$ cat src/rtl/lsu_pkg.sv
// Shared types and helpers for the load/store unit: funct3 encodings, FSM states,
// and the access-legality check applied when a request is accepted.
package lsu_pkg;

   localparam logic [2:0] F3_B  = 3'b000;
   localparam logic [2:0] F3_H  = 3'b001;
   localparam logic [2:0] F3_W  = 3'b010;
   localparam logic [2:0] F3_BU = 3'b100;
   localparam logic [2:0] F3_HU = 3'b101;

   typedef enum logic [1:0] {
      IDLE   = 2'd0,
      ACCESS = 2'd1,
      RESP   = 2'd2
   } lsu_state_t;

   // Half/word are decoded from funct3[1:0] so LHU shares the LH alignment rule.
   function automatic logic access_err(input logic we, input logic [2:0] f3,
                                       input logic [1:0] off);
      logic illegal;
      logic half;
      logic word;
      if (we) illegal = !((f3 == F3_B) || (f3 == F3_H) || (f3 == F3_W));
      else    illegal = (f3 == 3'b011) || (f3 == 3'b110) || (f3 == 3'b111);
      half = (f3[1:0] == 2'b01);
      word = (f3[1:0] == 2'b10);
      return illegal | (half & off[0]) | (word & (off != 2'b00));
   endfunction

endpackage

$ cat src/rtl/lsu_load_align.sv
// Combinational load-data extraction: selects the addressed byte/half of the read word
// and sign- or zero-extends it according to funct3.
module lsu_load_align
   import lsu_pkg::*;
(
   input  logic [31:0] rdata,
   input  logic [1:0]  off,
   input  logic [2:0]  funct3,
   output logic [31:0] result
);

   logic [7:0]  byte_v;
   logic [15:0] half_v;

   always_comb begin
      byte_v = rdata[8*off +: 8];
      half_v = rdata[16*off[1] +: 16];
      result = rdata;
      case (funct3)
         F3_B:    result = {{24{byte_v[7]}}, byte_v};
         F3_H:    result = {{16{half_v[15]}}, half_v};
         F3_BU:   result = {24'd0, byte_v};
         F3_HU:   result = {16'd0, half_v};
         default: result = rdata;
      endcase
   end

endmodule

$ cat src/rtl/lsu_ctrl.sv
// Load/store unit control: one request per IDLE->ACCESS->RESP pass, drives data_mem
// lanes during ACCESS and returns an extended load result or error in RESP.
//
// state  | meaning
// IDLE   | req_ready high, waiting for req_valid
// ACCESS | mem_* driven, load data captured at end of cycle
// RESP   | one-cycle rsp_valid with rsp_err / rsp_rdata
module lsu_ctrl
   import lsu_pkg::*;
#(
   parameter int ADDR_W = 12
) (
   input  logic              clk,
   input  logic              rst,
   input  logic              req_valid,
   output logic              req_ready,
   input  logic              req_we,
   input  logic [2:0]        req_funct3,
   input  logic [31:0]       req_addr,
   input  logic [31:0]       req_wdata,
   output logic [ADDR_W-1:0] mem_addr,
   output logic [31:0]       mem_wdata,
   output logic              mem_wr,
   output logic [3:0]        mem_mask,
   input  logic [31:0]       mem_rdata,
   output logic              rsp_valid,
   output logic [31:0]       rsp_rdata,
   output logic              rsp_err
);

   lsu_state_t        state_q, state_d;
   logic              we_q;
   logic [2:0]        f3_q;
   logic [ADDR_W+1:0] addr_q;
   logic [31:0]       wdata_q;
   logic              err_q;
   logic [31:0]       rdata_q;
   logic [31:0]       load_res;
   logic              accept;

   // Upper address bits lie outside data_mem and are intentionally dropped.
   logic unused_addr_hi;
   assign unused_addr_hi = ^req_addr[31:ADDR_W+2];

   assign accept = (state_q == IDLE) && req_valid;

   lsu_load_align u_align (
      .rdata  (mem_rdata),
      .off    (addr_q[1:0]),
      .funct3 (f3_q),
      .result (load_res)
   );

   always_ff @(posedge clk) begin
      if (rst) begin
         state_q <= IDLE;
         we_q    <= 1'b0;
         f3_q    <= 3'd0;
         addr_q  <= '0;
         wdata_q <= 32'd0;
         err_q   <= 1'b0;
         rdata_q <= 32'd0;
      end else begin
         state_q <= state_d;
         if (accept) begin
            we_q    <= req_we;
            f3_q    <= req_funct3;
            addr_q  <= req_addr[ADDR_W+1:0];
            wdata_q <= req_wdata;
            err_q   <= access_err(req_we, req_funct3, req_addr[1:0]);
         end
         if (state_q == ACCESS)
            rdata_q <= (!we_q && !err_q) ? load_res : 32'd0;
      end
   end

   always_comb begin
      state_d   = state_q;
      req_ready = 1'b0;
      mem_addr  = '0;
      mem_wdata = 32'd0;
      mem_wr    = 1'b0;
      mem_mask  = 4'd0;
      rsp_valid = 1'b0;
      rsp_rdata = 32'd0;
      rsp_err   = 1'b0;
      case (state_q)
         IDLE: begin
            req_ready = 1'b1;
            if (req_valid) state_d = ACCESS;
         end
         ACCESS: begin
            state_d  = RESP;
            mem_addr = addr_q[ADDR_W+1:2];
            mem_wr   = we_q & ~err_q & ~rst;
            case (f3_q)
               F3_B: begin
                  mem_wdata = {4{wdata_q[7:0]}};
                  mem_mask  = we_q ? (4'b0001 << addr_q[1:0]) : 4'd0;
               end
               F3_H: begin
                  mem_wdata = {2{wdata_q[15:0]}};
                  mem_mask  = we_q ? (4'b0011 << addr_q[1:0]) : 4'd0;
               end
               default: begin
                  mem_wdata = wdata_q;
                  mem_mask  = we_q ? 4'hF : 4'd0;
               end
            endcase
         end
         RESP: begin
            state_d   = IDLE;
            rsp_valid = 1'b1;
            rsp_err   = err_q;
            rsp_rdata = rdata_q;
         end
         default: state_d = IDLE;
      endcase
   end

endmodule
$ cat config.mk
export PLATFORM = sky130hd
export DESIGN_NAME = lsu_ctrl
export DESIGN_NICKNAME = d
export VERILOG_FILES = /design/src/rtl/lsu_pkg.sv /design/src/rtl/lsu_load_align.sv /design/src/rtl/lsu_ctrl.sv
export SDC_FILE = /design/constraint.sdc
export NUM_CORES = 1
export LEC_CHECK = 0
export CAP_MARGIN = 20
export CORE_MARGIN = 5
export CORE_UTILIZATION = 35
export CTS_BUF_LIST = sky130_fd_sc_hd__clkbuf_4 sky130_fd_sc_hd__clkbuf_8 sky130_fd_sc_hd__clkbuf_16
export DETAILED_ROUTE_END_ITERATION = 10
export HOLD_SLACK_MARGIN = 0.15
export PLACE_DENSITY = 0.75
export SLEW_MARGIN = 5
export SYNTH_ARGS = -nofsm -noshare
export SYNTH_HDL_FRONTEND = slang
export SYNTH_SLANG_ARGS = --single-unit
$ cat constraint.sdc
create_clock -name clk -period 4 [get_ports clk]
set_input_delay 1.2 -clock clk [delete_from_list [all_inputs] [get_ports clk]]
set_output_delay 1.2 -clock clk [all_outputs]
set_load 0.01 [all_outputs]
==> results.py <==
metrics = {
    "logic_synthesis": {
        "synthCells": 560,
        "synthTopCellsByCount": "nand2_1, dfxtp_1, a21oi_1",
        "synth_edf_count": 0,
        "synth_cell_types": 42,
        "synth_warnings": 0,
        "synth_flop_cell": "dfxtp_1",
        "yosysMostFrequentCell": "nand2_1",
        "syn_area_per_cell_um2": 7.755,
        "syn-cell-area_um2": 4343,
        "async_flop_share_pct": 0,
        "synth-seq-cells": 85,
        "ys_top_cells_by_area": "dfxtp_1, nand2_1, a21oi_1",
        "yosysSeqAreaShare_pct": 39.18,
        "mappedNetlistNets": 667,
        "synth_top_area_share_pct": 39.18,
        "yosys.area.top_type": "dfxtp_1",
    },
    "setup_path": {
        "r2r_start": "f3_q[1]",
        "slowest_stage": "nand2b_1",
        "timing.critical_path.buf_inv": 1,
        "regToRegSetupSlack_ns": 1.75,
        "reg2reg_to": "rdata_q[18]",
        "crit_path_max_incr_delay_ns": 0.63,
        "crit_chain": "nand2b_1, a211oi_1, clkdlybuf4s50_1",
        "cp.required_ns": 2.80,
        "endpoint_kind": "output pin",
        "critPathKind": "reg2out",
        "rr_worst_depth": 4,
        "cp_max_fo": 25,
        "cp.arrival_ns": 2.44,
        "cp_top_family": "simple AND/OR/NAND/NOR gates",
        "crit_path_start_kind": "register",
    },
    "job": {
        "cap_viol_max_count": 0,
    },
    "detailed_routing": {
        "drt-wirelength-per-cell_um": 16.51,
        "postRouteAntennaNets": 0,
        "postRouteWirelength_um": 14480,
        "dr.pass1.iters": 4,
        "post-route-drc-count": 0,
        "routed_via_density": 5.104,
        "vias": 4476,
        "drt_iter0_markers": 381,
    },
    "min_path": {
        "hold_path_depth": 2,
        "min_to": "rdata_q[10]",
        "min_path_type": "reg2reg",
        "hp-start": "rdata_q[10]",
    },
    "die": {
        "start_util_pct": 35.86,
        "num_io_pins": 187,
        "die_x_um": 121.4,
        "core_area_um2": 12110,
        "die_height_um": 121.4,
        "rows": 40,
        "dieArea_um2": 14740,
    },
    "run_status": {
        "run_status": "completed",
    },
    "pwr": {
        "pwr-share-comb_pct": 18.3,
        "seqPwrFrac_pct": 44.8,
        "total_power_w": 0.002093,
        "p_leak_nw": 2.323,
        "power_frac_clock_pct": 36.9,
        "p_per_area_nw_per_um2": 328.7,
        "switchingPower_w": 0.0005698,
        "switching_share_pct": 27.22,
        "peakVddDrop_mv": 0.1516,
        "p_int_w": 0.001523,
    },
    "sta": {
        "finalHoldViolations": 0,
        "clock_skew_ns": 0.007538,
        "finalSetupViolCount": 0,
        "worstMarginPinSlew_ns": 1.041,
        "slew_viol_final": 0,
        "slew_headroom_pct": 30.59,
        "fin_crit_ns": 3.641,
        "tns_ns": 0,
        "grt_setup_unrepaired": "false",
        "fmax_mhz": 274.6,
        "finalCritPeriodShare_pct": 91.03,
    },
    "global_route": {
        "grt_usage_pct": 19.11,
        "grt_pass1_wl_um": 22470,
        "grt_max_degree": 55,
        "antenna_found_initial": 0,
        "grt_overflow": 0,
        "grt_pass1_vias": 4506,
    },
    "clocking": {
        "numCtsBuffers": 9,
        "htree_num_levels": 3,
        "cts_tree": "built",
        "cts_root_buf": "clkbuf_16",
        "clk_latency_ns": 0.34,
        "cts_resized": 0,
        "clk_pin_slew_ns": 0.06,
        "ctsHoldBuffers": 0,
        "post_cts_buffers": 0,
        "cts.sink_count": 85,
        "cts_buffer_depth": 2,
    },
    "placement": {
        "place_congestion": 0.8938,
        "place.port_buffers": 168,
        "hpwlAfterDp_um": 10500,
    },
    "finish": {
        "diodes": 0,
        "drive_gt1_share_pct": 8.039,
        "syn2layout_area_growth_pct": 46.64,
        "nets": 812,
    },
}
## through the flow
step                      hold slack [ns]  util [%]  area, µm²  cells  worst slack (ns)
final                              0.4470     52.58       6369    877            0.3588
after global routing               0.4761     52.58       6369    877            0.2185
after CTS                          0.4476     52.58       6369    877            0.3860
after detailed placement           0.4405     50.34       6097    862            0.4638
after global placement             0.4317     50.34       6097    862            0.4892
after floorplan                    0.4227         -       4343    560             1.086
## power groups by stage
stage                     registers (W)  logic, W  clock network [W]
after global routing           0.000943  0.000421           0.000828
final                          0.000937  0.000383           0.000773
after CTS                      0.000937  0.000385           0.000788
after global placement         0.000952  0.000374                  0
after floorplan                0.000940  0.000218                  0
after detailed placement       0.000955  0.000382                  0
## placed cells by master, fill, tap and decap left out, drive strengths merged, types with 4 or more instances in the layout
master / instances
nand2: 151
and2: 54
clkdlybuf4s50: 167
a211oi: 8
o21ai: 23
mux2: 7
a21oi: 78
nand2b: 5
a21boi: 7
buf: 13
a22oi: 16
nor2: 19
dfxtp: 85
ha: 4
inv: 4
o22ai: 15
a22o: 8
mux2i: 12
clkbuf: 11
## layout make-up
cell class	instances	area, µm²
clock buffers	11	246.5
clock inverters	4	25.02
fillers	1179	5743
inverters	4	15.01
multi-input cells	425	2404
flip-flops and latches	85	1702
well taps	168	210.2
repair buffers	180	1767
## layer usage
metal / wire, µm / global-route usage (%)
met5: 0 / 0
met4: 214 / 5.952
met2: 6919 / 32.61
met3: 1471 / 7.646
met1: 5871 / 21.84
## logic make-up (layout without fill, tap and decap cells)
| group | Yosys count | count (layout) | synth area share [%] |
|---|---|---|---|
| AO/OA/AOI/OAI | 160 | 160 | 21.90 |
| adder cells (fa/ha/maj) | 4 | 4 | 1.152 |
| buffers and inverters | 50 | 199 | 5.618 |
| flip-flops | 85 | 85 | 39.18 |
| multiplexers | 20 | 20 | 5.100 |
| AND/OR/NAND/NOR | 241 | 241 | 27.05 |
## worst register-to-register path, cell delays in order, from the launching register on
cell	delay, ns
dfxtp_1	0.54
inv_1	0.38
nor4b_4	0.92
a22oi_1	0.21
nand2_2	0.13
## how the worst max path moves through the flow
| stage | cells after the start | startpoint | end |
|---|---|---|---|
| after floorplan | 3 | rst | mem_wr |
| after detailed placement | 4 | rst | mem_wr |
| after CTS | 3 | state_q[1] | mem_wdata[29] |
| final | 3 | state_q[1] | mem_wdata[29] |
| after global placement | 4 | rst | mem_wr |
| after global routing | 3 | state_q[1] | mem_wdata[29] |
## registers in the layout, indices dropped and copies added (netlist names)
| register | count |
|---|---|
| wdata_q | 32 |
| err_q | 1 |
| state_q | 2 |
| rdata_q | 32 |
| addr_q | 14 |
| f3_q | 3 |
| we_q | 1 |
No activity file was read; power rests on OpenSTA's default activity.
==> patch 1 (same settings) <==
Change the parameter `ADDR_W` from 12 to 13.
--- a/src/rtl/lsu_ctrl.sv
+++ b/src/rtl/lsu_ctrl.sv
@@ -9,5 +9,5 @@
    import lsu_pkg::*;
 #(
-   parameter int ADDR_W = 12
+   parameter int ADDR_W = 13
 ) (
    input  logic              clk,
Ports: changed (resized mem_addr); port bits go from 187 to 188. The function was not compared with the original's and may differ.
==> patch 1 against the unedited design <==
Critical path depth grew 2. Fmax shrank 3.0%. Power grew 6.4%. Wire length grew 1.1%. Via count shrank 0.36%. Critical endpoint is now mem_wdata[15]. Sequential cell count grew 1. Count of clock-buffer cells in the layout shrank 1. Setup slack lost 110 ps. Final area shrank 0.22%. Largest power group unchanged. Sequential share of layout area grew 0.37 points. Clock power grew 16%. Global-route usage grew 0.80 points. Synthesized area shrank 1.1%.
==> patch 1: results (changes against the unedited design) <==
stage;metric;value;unit;change
setup_path;FF-to-FF Start;f3_q[0];;
global_routing;vias in the first global route;4565;;+1.3%
synthesis;distinct cell type count after synthesis;40;;-4.8%
setup_path;worst-path maximum fanout;18;;-28%
worst_hold_path;hold_sp;addr_q[4];;
global_routing;pin count of the biggest net entering global routing;57;;+3.6%
setup_path;max incr delay on CP;590;ps;-40 ps
setup_path;last element of the critical path;mem_wdata[15];;
routing;vias post-DR;4460;;-0.36%
setup_path;FF-to-FF path depth;5;;+1
place;DP Wirelength;10.50;mm;about the same
cells_and_area;Fillers;1109;;-5.9%
synthesis;most frequent cells after synthesis;nand2_1, dfxtp_1, a21oi_1, and2_1, clkbuf_1;;
timing;Max Fclk;266.4;MHz;-3.0%
setup_path;RR Endpoint;rdata_q[7];;
power;Leak;2.296;nW;-1.1%
place;IO Port Bufs;170;;+1.2%
routing;drt first pass iters;5;;+1
global_routing;GR Util met2;32.87;%;+0.26 points
routing;Met2 Wirelength;6.855;mm;-0.92%
synthesis;syn nets;657;;-1.5%
routing;1st-iter DRT viols;332;;-13%
setup_path;Worst Setup SP;f3_q[1];;
power;Max VDD drop;210.9;uV;+39%
routing;wire length on met1;6.266;mm;+6.7%
place;post-place setup slack;611.4;ps;+147.6 ps
run_status;status;completed;;
cells_and_area;layout cells sized above 1;6.009;%;-2.0 points
synthesis;synth top area cells;dfxtp_1, nand2_1, a21oi_1;;
place;Placed Area;6032;um2;-1.1%
cells_and_area;Final #Nets;801;;-1.4%
place;placed cells;830;;-3.7%
cells_and_area;biggest regs;rdata_q: 32 flops, wdata_q: 32 flops, addr_q: 15 flops;;
routing;met3 routed WL;1.184;mm;-20%
synthesis;syn avg cell area;7.810;um2;+0.70%
setup_path;CP max-delay cell;clkdlybuf4s50_1;;
cells_and_area;Finished Layout Cells;846;;-3.5%
synthesis;mux share of post-synthesis cell area;5.127;%;+0.027 points
setup_path;reg2reg setup slack;1640;ps;-110 ps
[patch 1: changes by cell type in the layout (fill, tap and decap cells not counted), sizes merged, moves of 2 or more]
cell / change
a221o: +16
inv: +2
buf: -2
bufinv: +2
clkdlybuf4s50: +2
a22oi: -16
nand2: -13
and2: +2
clkinvlp: -2
[patch 1: power breakdown]
| part | total (mW) | switching (mW) | internal, mW |
|---|---|---|---|
| Sequential | 0.948 | 0.0402 | 0.908 |
| Clock | 0.897 | 0.334 | 0.563 |
| Combinational | 0.382 | 0.195 | 0.187 |
| Total | 2.23 | 0.569 | 1.66 |
[patch 1: kinds of logic after synthesis]
logic type / Yosys count
adders and majority gates: 4
muxes: 20
AOI/OAI and AO/OA: 160
buffers and inverters: 52
and+or+nand+nor: 228
DFF: 86
[patch 1: area by class of cell]
type	instances	area, um2	area share (%)
clock buffer	10	239.0	3.761
clock inverter	6	83.83	1.319
inverter	5	18.77	0.2953
multi-input combinational	412	2336	36.76
sequential	86	1722	27.09
tap	147	183.9	2.894
timing repair buffer	180	1772	27.88
==> patch 2 (same flow settings) <==
Without the edit above. Register the output `rsp_err`, cleared by the reset; this adds one clock of latency there. The other outputs are not delayed to match. Comments in the files are not updated.
--- a/src/rtl/lsu_ctrl.sv
+++ b/src/rtl/lsu_ctrl.sv
@@ -28,4 +28,6 @@
    output logic              rsp_err
 );
+
+   logic rsp_err_d;
 
    lsu_state_t        state_q, state_d;
@@ -84,5 +86,5 @@
       rsp_valid = 1'b0;
       rsp_rdata = 32'd0;
-      rsp_err   = 1'b0;
+      rsp_err_d = 1'b0;
       case (state_q)
          IDLE: begin
@@ -112,5 +114,5 @@
             state_d   = IDLE;
             rsp_valid = 1'b1;
-            rsp_err   = err_q;
+            rsp_err_d = err_q;
             rsp_rdata = rdata_q;
          end
@@ -119,3 +121,11 @@
    end
 
+   always_ff @(posedge clk) begin
+      if (rst) begin
+         rsp_err <= '0;
+      end else begin
+         rsp_err <= rsp_err_d;
+      end
+   end
+
 endmodule
Behaviour: not the same (Yosys sat finds a counterexample within 4 cycles, from zero or initial values and one cycle with rst high).
==> patch 2 against the unedited design <==
Final area up 0.29%. First-iteration DRC count shrank 8.1%. Final cell count rose by 0.11%. Synthesized cell count is 0.18% higher. Synthesized area grew 0.20%. Setup slack worse by 68 ps. Wire length down 1.2%. Sequential cell count is 1 higher. Power rose by 1.7%. Largest power group unchanged. Clock skew about the same.
==> patch 2: results (changes against the unedited design) <==
stage;metric;value;unit;change
synthesis;distinct cell type count after synthesis;43;;+2.4%
power;Leak;2.337;nW;+0.59%
routing;routed len/inst;16.29;um;-1.3%
place;post-place setup slack;534.7;ps;+70.96 ps
global_routing;global-route wire length before repair;22.63;mm;+0.68%
routing;drt first pass iters;5;;+1
clock_network;Post-CTS Setup Bufs;0;;unchanged
cells_and_area;Final #Nets;812;;unchanged
setup_path;max incr delay on CP;580;ps;-50 ps
routing;vias post-DR;4442;;-0.76%
global_routing;GR Util met2;31.26;%;-1.3 points
global_routing;initial antenna violation count;0;;unchanged
place;DP Wirelength;10.07;mm;-4.1%
clock_network;CTS max path bufs;2;;unchanged
clock_network;PostCTS Resize Cnt;0;;unchanged
synthesis;syn nets;668;;+0.15%
setup_path;delay-heaviest family, CP;simple AND/OR/NAND/NOR gates;;
setup_path;CP max-delay cell;clkdlybuf4s50_1;;
global_routing;GRT Util Overall;19.17;%;+0.057 points
synthesis;most frequent cells after synthesis;nand2_1, dfxtp_1, a21oi_1, and2_1, clkbuf_1;;
cells_and_area;layout cells sized above 1;8.028;%;-0.011 points
clock_network;CTS clk-pin slew, worst paths;60;ps;about the same
setup_path;CP arrival;2510;ps;+70 ps
synthesis;ys async rst share;0;%;unchanged
setup_path;worst-path maximum fanout;18;;-28%
synthesis;synth top area cells;dfxtp_1, nand2_1, a21oi_1;;
power;Pint;1.551;mW;+1.8%
worst_hold_path;worst hold-check path type;reg2reg;;
synthesis;sequential-to-total area share from yosys stat;39.56;%;+0.38 points
cells_and_area;biggest regs;rdata_q: 32 flops, wdata_q: 32 flops, addr_q: 14 flops;;
clock_network;H-tree lvl count;3;;unchanged
global_routing;pin count of the biggest net entering global routing;56;;+1.8%
cells_and_area;Fillers;1198;;+1.6%
place;IO Port Bufs;168;;unchanged
global_routing;vias in the first global route;4460;;-1.0%
place;routability cong.;0.8534;;-4.5%
synthesis;Synth Warn #;0;;unchanged
routing;1st-iter DRT viols;350;;-8.1%
place;Placed Area;6106;um2;+0.14%
power;Max VDD drop;185.9;uV;+23%
clock_network;Num CTS Buffers;9;;unchanged
clock_network;latest clock arrival within the worst-skew pair;340;ps;about the same
run_status;status;completed;;
timing;skew final;7.848;ps;+0.3102 ps
timing;Slew HR;36.28;%;+5.7 points
clock_network;root buf cell;clkbuf_16;;
global_routing;met3 GRT Util;6.107;%;-1.5 points
global_routing;met1 GRT Util;23.52;%;+1.7 points
cells_and_area;Ant. Diodes;0;;unchanged
## patch 2: cell types whose count changed after synthesis, sizes merged
cell and change:
buf +5, clkbuf -5, and2 -1, and3b +1
dfxtp +1
## patch 2: final cells by class
cell class	instances	area [um2]	share of cell area [%]
repair buffers	179	1759	27.54
clock inverters	3	20.02	0.3134
well taps	168	210.2	3.291
flip-flops and latches	86	1722	26.95
multi-input cells	425	2400	37.57
inverters	4	15.01	0.2351
clock buffers	13	261.5	4.094
## patch 2: kinds of logic after synthesis
group | synth area share [%]
adders and majority gates | 1.150
AOI/OAI and AO/OA | 21.85
muxes | 5.089
and+or+nand+nor | 26.91
buffers and inverters | 5.434
DFF | 39.56
## patch 2: worst register-to-register path, cell delays in order, from the launching register on
cell and delay, ps:
dfxtp_1 510, inv_1 360, nor4b_4 880, a22oi_1 200, nand2_2 120
## patch 2: metrics by stage
stage                     hold slack, ps  instances
after floorplan                    422.6        561
after global placement             434.4        862
after detailed placement           443.9        862
after CTS                          450.9        878
after global routing               468.3        878
final                              445.1        878
## patch 2: power by group through the flow
stage / clock network [mW] / logic (mW) / registers (mW)
6_report: 0.800 / 0.382 / 0.946
2_1_floorplan: 0 / 0.217 / 0.951
3_5_place_dp: 0 / 0.381 / 0.965
4_1_cts: 0.813 / 0.384 / 0.946
5_1_grt: 0.862 / 0.419 / 0.953
3_3_place_gp: 0 / 0.373 / 0.961
## patch 2: per-layer routing
layer / up-vias / wire length (um)
met4: 0 / 318
li1: 2187 / -
met2: 189 / 6639
met5: - / 0
met1: 2042 / 5960
met3: 24 / 1380
## patch 2: final timing paths
check	startpoint	end	slack (ps)	cells after the start
max	f3_q[1]	mem_wdata[11]	290	5
min	rdata_q[9]	rdata_q[9]	450	2
max reg2reg	f3_q[1]	rdata_q[17]	1880	4
min reg2reg	rdata_q[9]	rdata_q[9]	450	2
